--- config.mk ---
export PLATFORM = sky130hd
export DESIGN_NAME = clock_gen_flat
export DESIGN_NICKNAME = d
export VERILOG_FILES = /design/src/rtl/clock_gen_if.sv /design/src/rtl/clock_gen.sv /design/src/flat_wrapper.sv
export SDC_FILE = /design/constraint.sdc
export NUM_CORES = 1
export LEC_CHECK = 0
export CORE_MARGIN = 2
export CORE_UTILIZATION = 46
export CTS_CLUSTER_SIZE = 8
export DETAILED_ROUTE_END_ITERATION = 8
export DONT_BUFFER_PORTS = 1
export PLACE_DENSITY = 0.61
export SLEW_MARGIN = 20
export SYNTH_ARGS = -nofsm -noshare
export SYNTH_HDL_FRONTEND = slang
export SYNTH_SLANG_ARGS = --single-unit
--- constraint.sdc ---
create_clock -name clk -period 3.4 [get_ports clk]
set_input_delay 0.68 -clock clk [delete_from_list [all_inputs] [get_ports clk]]
set_output_delay 0.68 -clock clk [all_outputs]
set_load 0.01 [all_outputs]
--- src/rtl/clock_gen_if.sv ---
// rtl/clock_gen_if.sv - control and output bundle for the clock_gen divider
// The master side requests runs and divisor changes; the slave side is the generator.
interface clock_gen_if #(
  parameter int DIV_W  = 8,
  parameter int PCNT_W = 16
);
  logic              en;
  logic [DIV_W-1:0]  div;
  logic              div_load;
  logic              clk_out;
  logic              rise_pulse;
  logic              fall_pulse;
  logic              running;
  logic [PCNT_W-1:0] period_cnt;

  modport master (
    output en, div, div_load,
    input  clk_out, rise_pulse, fall_pulse, running, period_cnt
  );

  modport slave (
    input  en, div, div_load,
    output clk_out, rise_pulse, fall_pulse, running, period_cnt
  );
endinterface

--- src/rtl/clock_gen.sv ---
// rtl/clock_gen.sv - programmable registered clock divider with edge strobes
// Divisor and run changes are applied only at period boundaries, so clk_out never glitches.
module clock_gen #(
  parameter int DIV_W       = 8,
  parameter int DEFAULT_DIV = 2,
  parameter int PCNT_W      = 16
) (
  input logic        clk,
  input logic        rst,
  clock_gen_if.slave bus
);
  typedef enum logic {IDLE, RUN} state_t;

  localparam logic [DIV_W-1:0] RESET_DIV = DIV_W'((DEFAULT_DIV < 2) ? 2 : DEFAULT_DIV);

  state_t            state;
  state_t            stateNext;
  logic [DIV_W-1:0]  cnt;
  logic [DIV_W-1:0]  cntNext;
  logic [DIV_W-1:0]  activeDiv;
  logic [DIV_W-1:0]  activeNext;
  logic [DIV_W-1:0]  pendingDiv;
  logic [DIV_W-1:0]  pendingNext;
  logic [DIV_W-1:0]  loadVal;
  logic [DIV_W-1:0]  lastCnt;
  logic [DIV_W:0]    highLen;
  logic [DIV_W:0]    cntInc;
  logic              boundary;
  logic              clkOut;
  logic              clkNext;
  logic              risePulse;
  logic              riseNext;
  logic              fallPulse;
  logic              fallNext;
  logic [PCNT_W-1:0] periodCnt;
  logic [PCNT_W-1:0] periodNext;

  assign loadVal     = (bus.div < DIV_W'(2)) ? DIV_W'(2) : bus.div;
  // Forwarding the load lets a div_load on a boundary edge shape the new period.
  assign pendingNext = bus.div_load ? loadVal : pendingDiv;
  assign lastCnt     = activeDiv - DIV_W'(1);
  assign highLen     = ({1'b0, activeDiv} + (DIV_W+1)'(1)) >> 1;
  assign cntInc      = {1'b0, cnt} + (DIV_W+1)'(1);
  assign boundary    = (cnt == lastCnt);

  always_ff @(posedge clk or posedge rst) begin
    if (rst) begin
      state      <= IDLE;
      cnt        <= '0;
      activeDiv  <= RESET_DIV;
      pendingDiv <= RESET_DIV;
      clkOut     <= 1'b0;
      risePulse  <= 1'b0;
      fallPulse  <= 1'b0;
      periodCnt  <= '0;
    end else begin
      state      <= stateNext;
      cnt        <= cntNext;
      activeDiv  <= activeNext;
      pendingDiv <= pendingNext;
      clkOut     <= clkNext;
      risePulse  <= riseNext;
      fallPulse  <= fallNext;
      periodCnt  <= periodNext;
    end
  end

  always_comb begin
    stateNext = state;
    case (state)
      IDLE:    if (bus.en) stateNext = RUN;
      RUN:     if (boundary && !bus.en) stateNext = IDLE;
      default: stateNext = IDLE;
    endcase
  end

  always_comb begin
    cntNext    = cnt;
    activeNext = activeDiv;
    clkNext    = clkOut;
    riseNext   = 1'b0;
    fallNext   = 1'b0;
    periodNext = periodCnt;
    case (state)
      IDLE: begin
        cntNext = '0;
        clkNext = 1'b0;
        if (bus.en) begin
          clkNext    = 1'b1;
          riseNext   = 1'b1;
          periodNext = periodCnt + PCNT_W'(1);
          activeNext = pendingNext;
        end
      end
      RUN: begin
        if (!boundary) begin
          cntNext  = cntInc[DIV_W-1:0];
          clkNext  = (cntInc < highLen);
          fallNext = clkOut && !clkNext;
        end else if (bus.en) begin
          cntNext    = '0;
          clkNext    = 1'b1;
          riseNext   = 1'b1;
          periodNext = periodCnt + PCNT_W'(1);
          activeNext = pendingNext;
        end else begin
          // Boundary is only reached in the low phase, so stopping here never clips a high.
          cntNext = '0;
          clkNext = 1'b0;
        end
      end
      default: begin
        cntNext = '0;
        clkNext = 1'b0;
      end
    endcase
  end

  assign bus.clk_out    = clkOut;
  assign bus.rise_pulse = risePulse;
  assign bus.fall_pulse = fallPulse;
  assign bus.running    = (state == RUN);
  assign bus.period_cnt = periodCnt;
endmodule

--- src/flat_wrapper.sv ---
// flat-port wrapper written by rule: the top's interface ports become plain ports
module clock_gen_flat 
#(
  parameter int DIV_W       = 8,
  parameter int DEFAULT_DIV = 2,
  parameter int PCNT_W      = 16
)
  (clk, rst, bus_en, bus_div, bus_div_load, bus_clk_out, bus_rise_pulse, bus_fall_pulse, bus_running, bus_period_cnt);
  clock_gen_if #(.DIV_W(DIV_W), .PCNT_W(PCNT_W)) bus_i ();
  input logic clk;
  input logic rst;
  input wire logic [$bits(bus_i.en)-1:0] bus_en;
  input wire logic [$bits(bus_i.div)-1:0] bus_div;
  input wire logic [$bits(bus_i.div_load)-1:0] bus_div_load;
  output wire logic [$bits(bus_i.clk_out)-1:0] bus_clk_out;
  output wire logic [$bits(bus_i.rise_pulse)-1:0] bus_rise_pulse;
  output wire logic [$bits(bus_i.fall_pulse)-1:0] bus_fall_pulse;
  output wire logic [$bits(bus_i.running)-1:0] bus_running;
  output wire logic [$bits(bus_i.period_cnt)-1:0] bus_period_cnt;
  assign bus_i.en = bus_en;
  assign bus_i.div = bus_div;
  assign bus_i.div_load = bus_div_load;
  assign bus_clk_out = bus_i.clk_out;
  assign bus_rise_pulse = bus_i.rise_pulse;
  assign bus_fall_pulse = bus_i.fall_pulse;
  assign bus_running = bus_i.running;
  assign bus_period_cnt = bus_i.period_cnt;
  clock_gen #(.DIV_W(DIV_W), .DEFAULT_DIV(DEFAULT_DIV), .PCNT_W(PCNT_W)) u_core (.clk(clk), .rst(rst), .bus(bus_i));
endmodule
# Yosys cells after proc, flatten, opt, wreduce, memory -nomap -nowiden
# Cells that the tools add are included.
[op_classes] addsub=4 order_cmp=2 n_eq_ne=2 n_mux=19 n_bitwise=1 reduce_logical=4
[op_table] operator="two-way mux 8 bit" n=5
[op_table] operator="two-way mux 16 bit" n=2
[op_table] operator="case mux 16 bit (2 select lines)" n=1
[op_table] operator="case mux 8 bit (2 select lines)" n=2
[op_table] operator="adder 8 x 1 -> 9 bit, second input constant" n=2
[op_table] operator="adder 16 x 1 -> 16 bit, second input constant" n=1
[op_table] operator="< comparator 9 x 8 -> 1 bit" n=1
[op_table] operator="equality test 8 bit" n=1
[op_table] operator="< comparator 8 x 2 -> 1 bit, second input constant" n=1
[op_table] operator="subtractor 8 x 1 -> 8 bit, second input constant" n=1
[op_table] operator="two-way mux 1 bit" n=6
[op_table] operator="case mux 1 bit (2 select lines)" n=3
[op_table] operator="logical AND 1 bit" n=2
[op_table] operator="zero test 1 bit" n=2
[op_table] operator="!= test 2 bit, second input constant" n=1
[op_table] operator="inverter 1 bit" n=1
[totals] regBits=44 inputBits=12 output_inout_bits=20 elab_cells=40

# Depth between registers and ports, before layout
# Gate-level depths: netlist of the first run.
[logic_depth] depth_word=6 mapped_depth=11 ltp_nobuf=10

# Worst setup path before layout of the first run
# No wires, ideal clock.
[synth_timing] kind="register -> register" from="register u_core.activeDiv[1]" to="register u_core.activeDiv[6]" setup_ns=0.128 t_arrival_ns=2.272 path_slack_ns=1.001 stages_incl_launch_ff=10 path_buffers=1 path_cell_list="dfstp_2 -> inv_1 -> ha_1 -> xnor2_1 -> and4b_1 -> a41oi_1 -> a211oi_4 -> nor2_2 -> buf_6 -> mux2_1"
[synth_between] elab_chain_cells=3
[synth_lines] item="from (decl)" line="clock_gen.sv:20" text="logic [DIV_W-1:0] activeDiv;"
[synth_lines] item="from (signal assigned)" line="clock_gen.sv:59" text="activeDiv <= activeNext;"
[synth_lines] item="subtractor 8 x 1 -> 8 bit" line="clock_gen.sv:41" text="assign lastCnt = activeDiv - DIV_W'(1);"
[synth_lines] item="equality test 8 bit" line="clock_gen.sv:44" text="assign boundary = (cnt == lastCnt);"
[synth_lines] item="!= test 2 bit (no line)"
# Every way passes these cells.
# A chain may end at the register's enable or synchronous reset.

# Final worst setup path of the first run
# Same ends and word-level chain as after synthesis.

==> results of run 1 <==
==> Yosys cell counts, drive strengths merged (4+ instances only) <==
library cell   n
nor2          17
nor3           9
nand2b         4
inv           11
and3           6
xnor2         17
dfrtp         42
xor2          21
buf            9
a21oi          6
ha            11
o21ai         10
mux2          12
nor2b          8
nand3         16
nand2          8
==> logic make-up (layout without fill, tap and decap cells) <==
| family | count (synthesis) | after routing | synth area share |
|---|---|---|---|
| compound gates | 28 | 28 | 0.0769 |
| xor+xnor | 38 | 38 | 0.136 |
| fa+ha+maj | 11 | 11 | 0.0564 |
| buf+inv | 23 | 22 | 0.0451 |
| flops | 44 | 44 | 0.452 |
| mux | 12 | 12 | 0.0554 |
| simple gates | 77 | 77 | 0.178 |
==> metal layers <==
layer / routed length (um) / part of all wire / GRT usage
met4: 44 / 0.010 / 0.0436
met3: 160 / 0.037 / 0.0435
met5: 0 / 0 / 0
met2: 1950 / 0.45 / 0.244
met1: 2210 / 0.51 / 0.232
==> cell type report <==
cell class / instances / area (um^2)
Sequential cell: 44 / 1100
Clock inverter: 2 / 35.0
Tap cell: 70 / 87.6
Multi-Input combinational cell: 166 / 1230
Inverter: 11 / 41.3
Fill cell: 463 / 2500
Clock buffer: 6 / 72.6
Timing Repair Buffer: 3 / 35.0
==> power by group <==
part           switching, mW  internal [mW]
clock network          0.174          0.218
logic                  0.400          0.406
registers              0.231          0.661
==> critical path: stages (launching register included) <==
cell	delay, ns
dfstp_2	0.62
inv_1	0.08
ha_1	0.27
xnor2_1	0.15
and4b_1	0.18
a41oi_1	0.33
a211oi_4	0.13
nor2_2	0.29
buf_12	0.20
mux2_1	0.34
==> how the worst max path moves through the flow <==
stage                                end  slack [ns]  depth (start not counted)
2_1_floorplan        u_core.activeDiv[6]        1.00                          9
3_3_place_gp   u_core.bus.period_cnt[11]        0.72                         10
3_5_place_dp   u_core.bus.period_cnt[11]        0.68                         10
4_1_cts        u_core.bus.period_cnt[14]        0.66                         10
5_1_grt        u_core.bus.period_cnt[13]        0.37                         10
6_report             u_core.activeDiv[6]        0.67                          9
==> sequential cells by signal, summed over array words and instances (netlist names) <==
name and flops:
u_core.bus.rise_pulse 1, u_core.bus.period_cnt 16, u_core.activeDiv 8, u_core.bus.clk_out 1, u_core.bus.fall_pulse 1, u_core.pendingDiv 8
u_core.bus.running 1, u_core.cnt 8
==> run_results.csv, run 1 <==
group,metric,value,unit
clock_network,cts.sinks,44,
clock_network,cts_made_buffers,5,
critical_path,worst-endpoint-required,3.57,ns
critical_path,crit_arrival,2.91,ns
power_and_ir_drop,vdd_drop_max,0.000390,V
cells_and_area,layout-drive-gt1-share,0.112,
logic_synthesis,ys_ff_latch,44,
die,die_w,76.8,um
timing,clock.fmax,0.366,GHz
placement,detailed_place_hpwl,3220,um
clock_network,clkSlewWorstSetupHoldPaths,0.08,ns
clock_network,ctsResizeCount,0,
critical_path,rr_startpoint,"u_core.activeDiv[1]",
cells_and_area,fin_cells,302,
timing,finalSetupTns,0,ns
drt,via_per_inst,5.24,
global_route,gr-usage-all-layers,0.162,
cells_and_area,syn2layout_area_growth,6.61,%
cells_and_area,design_area,2600,um^2
timing,tightest_slew,0.799,ns
logic_synthesis,synth_cell_type_count,43,
timing,finalClockSkew,0.00434,ns
placement,dp.cells,294,
drt,drt-total-wl,4370,um
critical_path,critical_path.max_fanout,20,
critical_path,critPathLaunchType,"flip-flop",
run_status,status,"finished clean",
timing,rsz0062_at_grt,"no",
die,core.rowCount,26,
critical_path,critPathKind,"flip-flop to flip-flop",
logic_synthesis,synth-edff-count,0,
power_and_ir_drop,total_power,2.09,mW
logic_synthesis,synthFlopType,"dfrtp_1",
placement,port_buffers,0,
logic_synthesis,seq_area_frac_synth,0.452,
critical_path,cp-startpoint,"u_core.activeDiv[1]",
logic_synthesis,synth.area.top_cells,"dfrtp_1 (43%), xor2_1 (7.5%), xnor2_1 (6.1%), ha_1 (5.6%), nand3_1 (3.3%)",
clock_network,cts_tree,"done",
critical_path,rrSetupSlack,0.67,ns
clock_network,clk-insertion-delay-late,0.29,ns
logic_synthesis,synth.largest_area_cell,"dfrtp_1",
clock_network,clockBufferDepth,2,
cells_and_area,nets,254,
die,ios,32,
die,core_area,5110,um^2
logic_synthesis,syn-mean-instance-area,10.5,um^2
global_route,grt_pass1_wl,7710,um
placement,dpl_cell_area,2490,um^2
logic_synthesis,netlist.area_leader.share,0.431,
global_route,grt_overflow,0,
drt,drt-initial-drc-count,75,
hold_path,hold_class,"input pin to async pin",
drt,dr.pass1.iters,4,
global_route,grt_max_degree,24,
timing,setup_ws,0.668,ns
cells_and_area,mostFrequentLayoutCell,"dfrtp_1",
power_and_ir_drop,power_leakage,1.11,nW
cells_and_area,final_util,0.510,
timing,fin_crit,2.73,ns
drt,via_count,1581,
global_route,grt_pass1_vias,1590,
drt,routedWlPerCell,14.5,um
drt,drc,0,
timing,drv_slew,0,
critical_path,r2r_cells,9,
die,fp.dieArea,5910,um^2
die,fp.dieH,76.8,um
clock_network,cts_htree_levels,2,
clock_network,root_buffer,"clkbuf_8",
logic_synthesis,synth_nets,256,
drt,ant_nets,0,
cells_and_area,n_antenna_cell,0,
logic_synthesis,synth_warnings,0,
critical_path,end_kind,"flip-flop",
logic_synthesis,netlist_area,2440,um^2
placement,dp_slack,0.683,ns
global_route,antenna_found_initial,0,
clock_network,cts_hold_buffers,0,
placement,gp_congestion,0.806,
timing,setup_viol,0,
timing,hold_violations,0,
cells_and_area,mostFrequentLayoutCells,"dfrtp_1 (42), xor2_1 (21), xnor2_1 (17), nor2_1 (16), nand3_1 (16)",
run,cap_violations,0,
die,start_util,0.478,
logic_synthesis,async_flop_share,1.00,
clock_network,cts_setup_buffers,0,
timing,relSlewSlack,0.464,
logic_synthesis,synth_cells,233,
timing,hold_slack,0.319,ns
timing,post-route-period-util,0.804,
critical_path,worst_r2r_endpoint,"u_core.activeDiv[6]",
power_and_ir_drop,powerDensity,803,nW/um^2
Power figures use the tool's default switching activity.
==> run 2: changes to the inputs <==
--- a/config.mk
+++ b/config.mk
@@ -5,12 +5,13 @@
 export SDC_FILE = /design/constraint.sdc
 export NUM_CORES = 1
 export LEC_CHECK = 0
+export ABC_AREA = 1
 export CORE_MARGIN = 2
 export CORE_UTILIZATION = 46
 export CTS_CLUSTER_SIZE = 8
 export DETAILED_ROUTE_END_ITERATION = 8
 export DONT_BUFFER_PORTS = 1
-export PLACE_DENSITY = 0.61
+export PLACE_DENSITY = 0.63
 export SLEW_MARGIN = 20
 export SYNTH_ARGS = -nofsm -noshare
 export SYNTH_HDL_FRONTEND = slang
==> constraint.sdc (replaced) <==
create_clock -name clk -period 2.3 [get_ports clk]
set_input_delay 0.46 -clock clk [delete_from_list [all_inputs] [get_ports clk]]
set_output_delay 0.46 -clock clk [all_outputs]
set_load 0.01 [all_outputs]
==> run_results.csv, run 2 <==
group,metric,value,unit
run_status,status,"finished clean",
logic_synthesis,synth.area.top_cells,"dfrtp_1 (38%), nand2_1 (17%), nand3_1 (7.9%), xor2_1 (7.1%), nor2_1 (5.4%)",
critical_path,cp_slowest_stage_delay,0.54,ns
timing,relSlewSlack,0.635,
drt,drt-initial-drc-count,106,
critical_path,end_kind,"flip-flop",
critical_path,critPathKind,"flip-flop to flip-flop",
drt,via_per_inst,4.93,
logic_synthesis,synth_nets,388,
logic_synthesis,yosys-top-cells-count,"nand2_1 (123), nand3_1 (43), dfrtp_1 (42), nor2_1 (39), inv_1 (28)",
critical_path,crit_slowest_cell,"dfstp_2",
cells_and_area,design_area,3000,um^2
cells_and_area,mostFrequentLayoutCells,"nand2_1 (121), dfrtp_1 (42), nand3_1 (41), nor2_1 (36), inv_1 (26)",
cells_and_area,n_antenna_cell,0,
logic_synthesis,synth_cell_type_count,25,
timing,setup_viol,0,
logic_synthesis,synth-edff-count,0,
timing,rsz0062_at_grt,"yes",
global_route,grt_pass1_wl,9430,um
global_route,antenna_found_initial,0,
critical_path,crit_arrival,2.37,ns
die,core_area,5820,um^2
logic_synthesis,synth.largest_area_cell,"dfrtp_1",
cells_and_area,final_util,0.516,
global_route,grt_overflow,0,
clock_network,cts_tree,"done",
drt,via_count,2199,
clock_network,clkSlewWorstSetupHoldPaths,0.08,ns
critical_path,r2r_cells,13,
timing,fin_crit,2.17,ns
timing,finalClockSkew,0.00738,ns
cells_and_area,nets,393,
die,fp.dieArea,6570,um^2
clock_network,root_buffer,"clkbuf_8",
placement,gp_congestion,0.854,
drt,routedWlPerCell,12.4,um
logic_synthesis,synth_warnings,0,
critical_path,path_cells,"buf_4 > ha_2 > nand3_2 > nor2_4 > xnor2_1 > ha_1 > nand2_1 > nand3b_1 > nand3b_1 > nand2_1 > nand3_2 > nand2_2 > inv_1",
logic_synthesis,syn-mean-instance-area,7.48,um^2
drt,dr.pass1.iters,4,
timing,clock.fmax,0.460,GHz
cells_and_area,syn2layout_area_growth,9.95,%
timing,hold_slack,0.176,ns
die,core.rowCount,28,
die,fp.dieH,81.0,um
placement,dpl_cell_area,2820,um^2
clock_network,clk-insertion-delay-late,0.30,ns
drt,drt-total-wl,5540,um
logic_synthesis,netlist.area_leader.share,0.385,
clock_network,cts.sinks,44,
power_and_ir_drop,vdd_drop_max,0.000314,V
logic_synthesis,synth_cells,365,
critical_path,worst-endpoint-required,2.50,ns
placement,port_buffers,0,
drt,wl_met2,2500,um
power_and_ir_drop,power_leakage,1.56,nW
timing,drv_slew,0,
global_route,grt_pass1_vias,2059,
die,ios,32,
drt,ant_nets,0,
timing,finalSetupTns,0,ns
timing,post-route-period-util,0.945,
critical_path,critical_path.max_fanout,3,
logic_synthesis,seq_area_frac_synth,0.404,
die,die_w,81.0,um
cells_and_area,mostFrequentLayoutCell,"nand2_1",
power_and_ir_drop,powerDensity,441,nW/um^2
global_route,grt_max_degree,45,
logic_synthesis,synthFlopType,"dfrtp_1",
drt,route.met3.wl,212,um
clock_network,clockBufferDepth,2,
drt,top_layer,"met4",
critical_path,critPathLaunchType,"flip-flop",
die,start_util,0.469,
cells_and_area,final.fill_count,601,
drt,wl_met1,2770,um
timing,hold_violations,0,
logic_synthesis,async_flop_share,1.00,
run,cap_violations,0,
clock_network,cts_hold_buffers,0,
cells_and_area,layout-drive-gt1-share,0.113,
timing,tightest_slew,0.547,ns
clock_network,cts_htree_levels,2,
logic_synthesis,ys_ff_latch,44,
hold_path,hold_class,"input pin to async pin",
placement,detailed_place_hpwl,4080,um
clock_network,cts_made_buffers,5,
cells_and_area,largest_register_ffs,16,
global_route,gr-usage-all-layers,0.184,
drt,drc,0,
logic_synthesis,netlist_area,2730,um^2
logic_synthesis,synth.most_common_cell,"nand2_1",
## run 2: path summary, 6_finish.rpt
path,start,to,slack [ns]
worst max register to register,u_core.activeDiv[1],u_core.bus.clk_out,0.13
worst max-delay path,u_core.activeDiv[1],u_core.bus.clk_out,0.13
worst min register to register,u_core.pendingDiv[4],u_core.pendingDiv[4],0.48
min in group clk,bus_en,u_core.bus.period_cnt[4],0.30
worst min-delay path,rst,u_core.bus.period_cnt[4],0.18
max in group asynchronous,rst,u_core.pendingDiv[1],1.75
## run 2: per-stage QoR
step / total power [mW] / setup WS (ns) / instances
2_1_floorplan: 0.840 / 0.120 / 365
3_3_place_gp: 0.843 / 0.0636 / 435
3_5_place_dp: 0.843 / 0.0341 / 435
4_1_cts: 1.35 / 0.0156 / 443
5_1_grt: 1.39 / -0.0347 / 446
6_report: 1.32 / 0.127 / 446
## run 2: logic make-up after synthesis
family                   Yosys count  synth area share
AND/OR/NAND/NOR                  221             0.342
buffers and inverters             45            0.0747
flip-flops                        44             0.404
XOR/XNOR                          34             0.109
adder cells (fa/ha/maj)           11            0.0504
AO/OA/AOI/OAI                     10            0.0192
## run 2: where the power goes
part	switching, mW	total, mW	leakage (nW)	internal, mW
Clock	0.260	0.499	0.0510	0.240
Combinational	0.0275	0.0360	0.936	0.00847
Sequential	0.00322	0.789	0.576	0.786
Total	0.290	1.32	1.56	1.03
## run 2: repair_timing
action                                  in CTS  in global routing
endpoints found under the setup margin       0                 26
resized for setup                            0                 15
buffers inserted                             0                  3
## run 2: layer usage
layer / GRT usage / vias up
met5: 0 / -
met4: 0.0559 / 0
met3: 0.0411 / 5
met2: 0.283 / 35
met1: 0.260 / 1006
li1: - / 1153
## run 2: critical path, delay by kind of cell, from the launching register on
family | cells | cell delay (ns)
simple gates | 8 | 0.84
flops | 1 | 0.54
fa+ha+maj | 2 | 0.48
buf+inv | 2 | 0.15
xor+xnor | 1 | 0.07
## run 2: area by class of cell
class                           count  area [um^2]  area share
Clock buffer                        6         82.6      0.0275
Sequential cell                    44         1100       0.368
Timing Repair Buffer               13          110      0.0367
Inverter                           30          113      0.0375
Clock inverter                      2         10.0     0.00333
Tap cell                           75         93.8      0.0313
Multi-Input combinational cell    276         1490       0.496
==> run 3: changes to the inputs <==
--- a/config.mk
+++ b/config.mk
@@ -11,7 +11,6 @@
 export CTS_CLUSTER_SIZE = 8
 export DETAILED_ROUTE_END_ITERATION = 8
 export DONT_BUFFER_PORTS = 1
-export PLACE_DENSITY = 0.63
 export SLEW_MARGIN = 20
 export SYNTH_ARGS = -nofsm -noshare
 export SYNTH_HDL_FRONTEND = slang
==> constraint.sdc (replaced) <==
create_clock -name clk -period 2.3 [get_ports clk]
set_input_delay 0.46 -clock clk [delete_from_list [all_inputs] [get_ports clk]]
set_output_delay 0.46 -clock clk [all_outputs]
set_load 0.02 [all_outputs]
==> run_results.csv, run 3 (synthesis gave the netlist of run 2 again) <==
group,metric,value,unit
cells_and_area,mostFrequentLayoutCell,"nand2_1",
timing,relSlewSlack,0.692,
run_status,status,"finished clean",
timing,post-route-period-util,0.969,
critical_path,worst-endpoint-required,2.50,ns
die,start_util,0.469,
power_and_ir_drop,power_leakage,1.57,nW
clock_network,cts_tree,"done",
timing,hold_slack,0.0728,ns
critical_path,rr_startpoint,"u_core.activeDiv[1]",
critical_path,crit_top_cell,"nand2_1",
global_route,grt_max_degree,45,
global_route,antenna_found_initial,0,
power_and_ir_drop,powerDensity,443,nW/um^2
drt,drt-initial-drc-count,85,
critical_path,crit_slowest_cell,"dfstp_2",
critical_path,crit_arrival,2.42,ns
cells_and_area,layout-drive-gt1-share,0.102,
drt,via_per_inst,4.96,
hold_path,hold_class,"input pin to async pin",
placement,detailed_place_hpwl,4140,um
timing,rsz0062_at_grt,"yes",
placement,dp_slack,-0.00476,ns
critical_path,critPathKind,"flip-flop to flip-flop",
cells_and_area,nets,393,
cells_and_area,syn2layout_area_growth,10.2,%
timing,drv_slew,0,
timing,finalSetupTns,0,ns
global_route,gr-usage-all-layers,0.198,
cells_and_area,largest_register_ffs,16,
critical_path,critical_path.max_fanout,2,
critical_path,path_buf_inv,2,
critical_path,cp_slowest_stage_delay,0.54,ns
clock_network,cts_made_buffers,5,
critical_path,worst_r2r_endpoint,"u_core.bus.clk_out",
die,core.rowCount,28,
placement,port_buffers,0,
clock_network,root_buffer,"clkbuf_8",
clock_network,clkSlewWorstSetupHoldPaths,0.09,ns
timing,fin_crit,2.23,ns
global_route,grt_pass1_wl,10100,um
cells_and_area,fin_cells,446,
critical_path,rrSetupSlack,0.07,ns
timing,setup_viol,0,
timing,hold_violations,0,
global_route,grt_pass1_vias,2192,
critical_path,end_kind,"flip-flop",
power_and_ir_drop,total_power,1.33,mW
cells_and_area,n_antenna_cell,0,
critical_path,path_cells,"inv_2 > nor4_4 > nand4_1 > xor2_1 > ha_1 > nand2_1 > nand3b_1 > nand3b_1 > nand2_1 > nand3_2 > nand2_1 > inv_1",
die,fp.dieH,81.0,um
clock_network,clockBufferDepth,2,
placement,gp_congestion,0.873,
critical_path,critPathLaunchType,"flip-flop",
drt,drc,0,
die,ios,32,
timing,finalClockSkew,0.00705,ns
run,cap_violations,0,
die,core_area,5820,um^2
drt,drt-total-wl,5810,um
critical_path,critical-path-top-delay-family,"simple AND/OR/NAND/NOR gates",
placement,dp.cells,435,
drt,via_count,2211,
clock_network,clk-insertion-delay-late,0.29,ns
global_route,grt_overflow,0,
power_and_ir_drop,vdd_drop_max,0.000322,V
die,fp.dieArea,6570,um^2
clock_network,cts.sinks,44,
critical_path,r2r_cells,12,
drt,ant_nets,0,
die,die_w,81.0,um
timing,setup_ws,0.0721,ns
clock_network,cts_htree_levels,2,
cells_and_area,mostFrequentLayoutCells,"nand2_1 (122), nand3_1 (42), dfrtp_1 (42), nor2_1 (37), inv_1 (26)",
drt,routedWlPerCell,13.0,um
drt,dr.pass1.iters,4,
timing,clock.fmax,0.449,GHz
timing,tightest_slew,0.459,ns
==> run 3: changes by cell type in the layout (fill, tap and decap cells not counted) <==
cell	change
buf_12	+2
buf_4	-2
ha_2	-1
nor2_4	-1
nor2_1	+1
nand2_1	+1
ha_1	+1
nand3_2	-1
nand3_1	+1
nand2_2	-1
==> run 3: cell type report <==
class / instances / area (um^2)
clock buffer: 6 / 82.6
multi-input combinational: 276 / 1470
tap: 75 / 93.8
inverter: 30 / 113
fill: 589 / 2810
timing repair buffer: 13 / 135
clock inverter: 2 / 10.0
sequential: 44 / 1100
==> run 3: layer usage <==
metal / GRT usage / up-vias / routed length [um]
li1: - / 1151 / -
met1: 0.267 / 1015 / 2850
met2: 0.317 / 41 / 2710
met3: 0.0456 / 4 / 219
met4: 0.0576 / 0 / 42
met5: 0 / - / 0
==> run 3: worst max-delay path by stage <==
stage,startpoint,endpoint,slack (ns),cells after the start
floorplan,u_core.activeDiv[1],u_core.bus.clk_out,0.12,12
global placement,u_core.activeDiv[1],u_core.bus.clk_out,0.04,12
detailed placement,u_core.activeDiv[1],u_core.bus.clk_out,-0.005,12
CTS,u_core.activeDiv[1],u_core.bus.clk_out,0.05,12
global route,u_core.activeDiv[1],u_core.bus.clk_out,-0.09,12
finish,u_core.activeDiv[1],u_core.bus.clk_out,0.07,12
==> run 3: where the power goes <==
| group | switching, mW | internal (mW) | leakage, nW | total [mW] |
|---|---|---|---|---|
| Combinational | 0.0283 | 0.0110 | 0.947 | 0.0393 |
| Clock | 0.264 | 0.240 | 0.0510 | 0.504 |
| Sequential | 0.00341 | 0.786 | 0.576 | 0.790 |
| Total | 0.295 | 1.04 | 1.57 | 1.33 |
==> run 3: stage by stage <==
step	cell area (um^2)	util
global route	3010	0.517
floorplan	2730	-
finish	3010	0.517
detailed placement	2830	0.487
global placement	2830	0.487
CTS	2930	0.504
==> run 3: what timing repair did <==
| action | 4_1_cts | 5_1_grt |
|---|---|---|
| setup buffers | 0 | 3 |
| endpoints found under the setup margin | 1 | 27 |
| gates resized for setup | 1 | 9 |
| pin swaps | 0 | 8 |
| hold buffers | 0 | 0 |
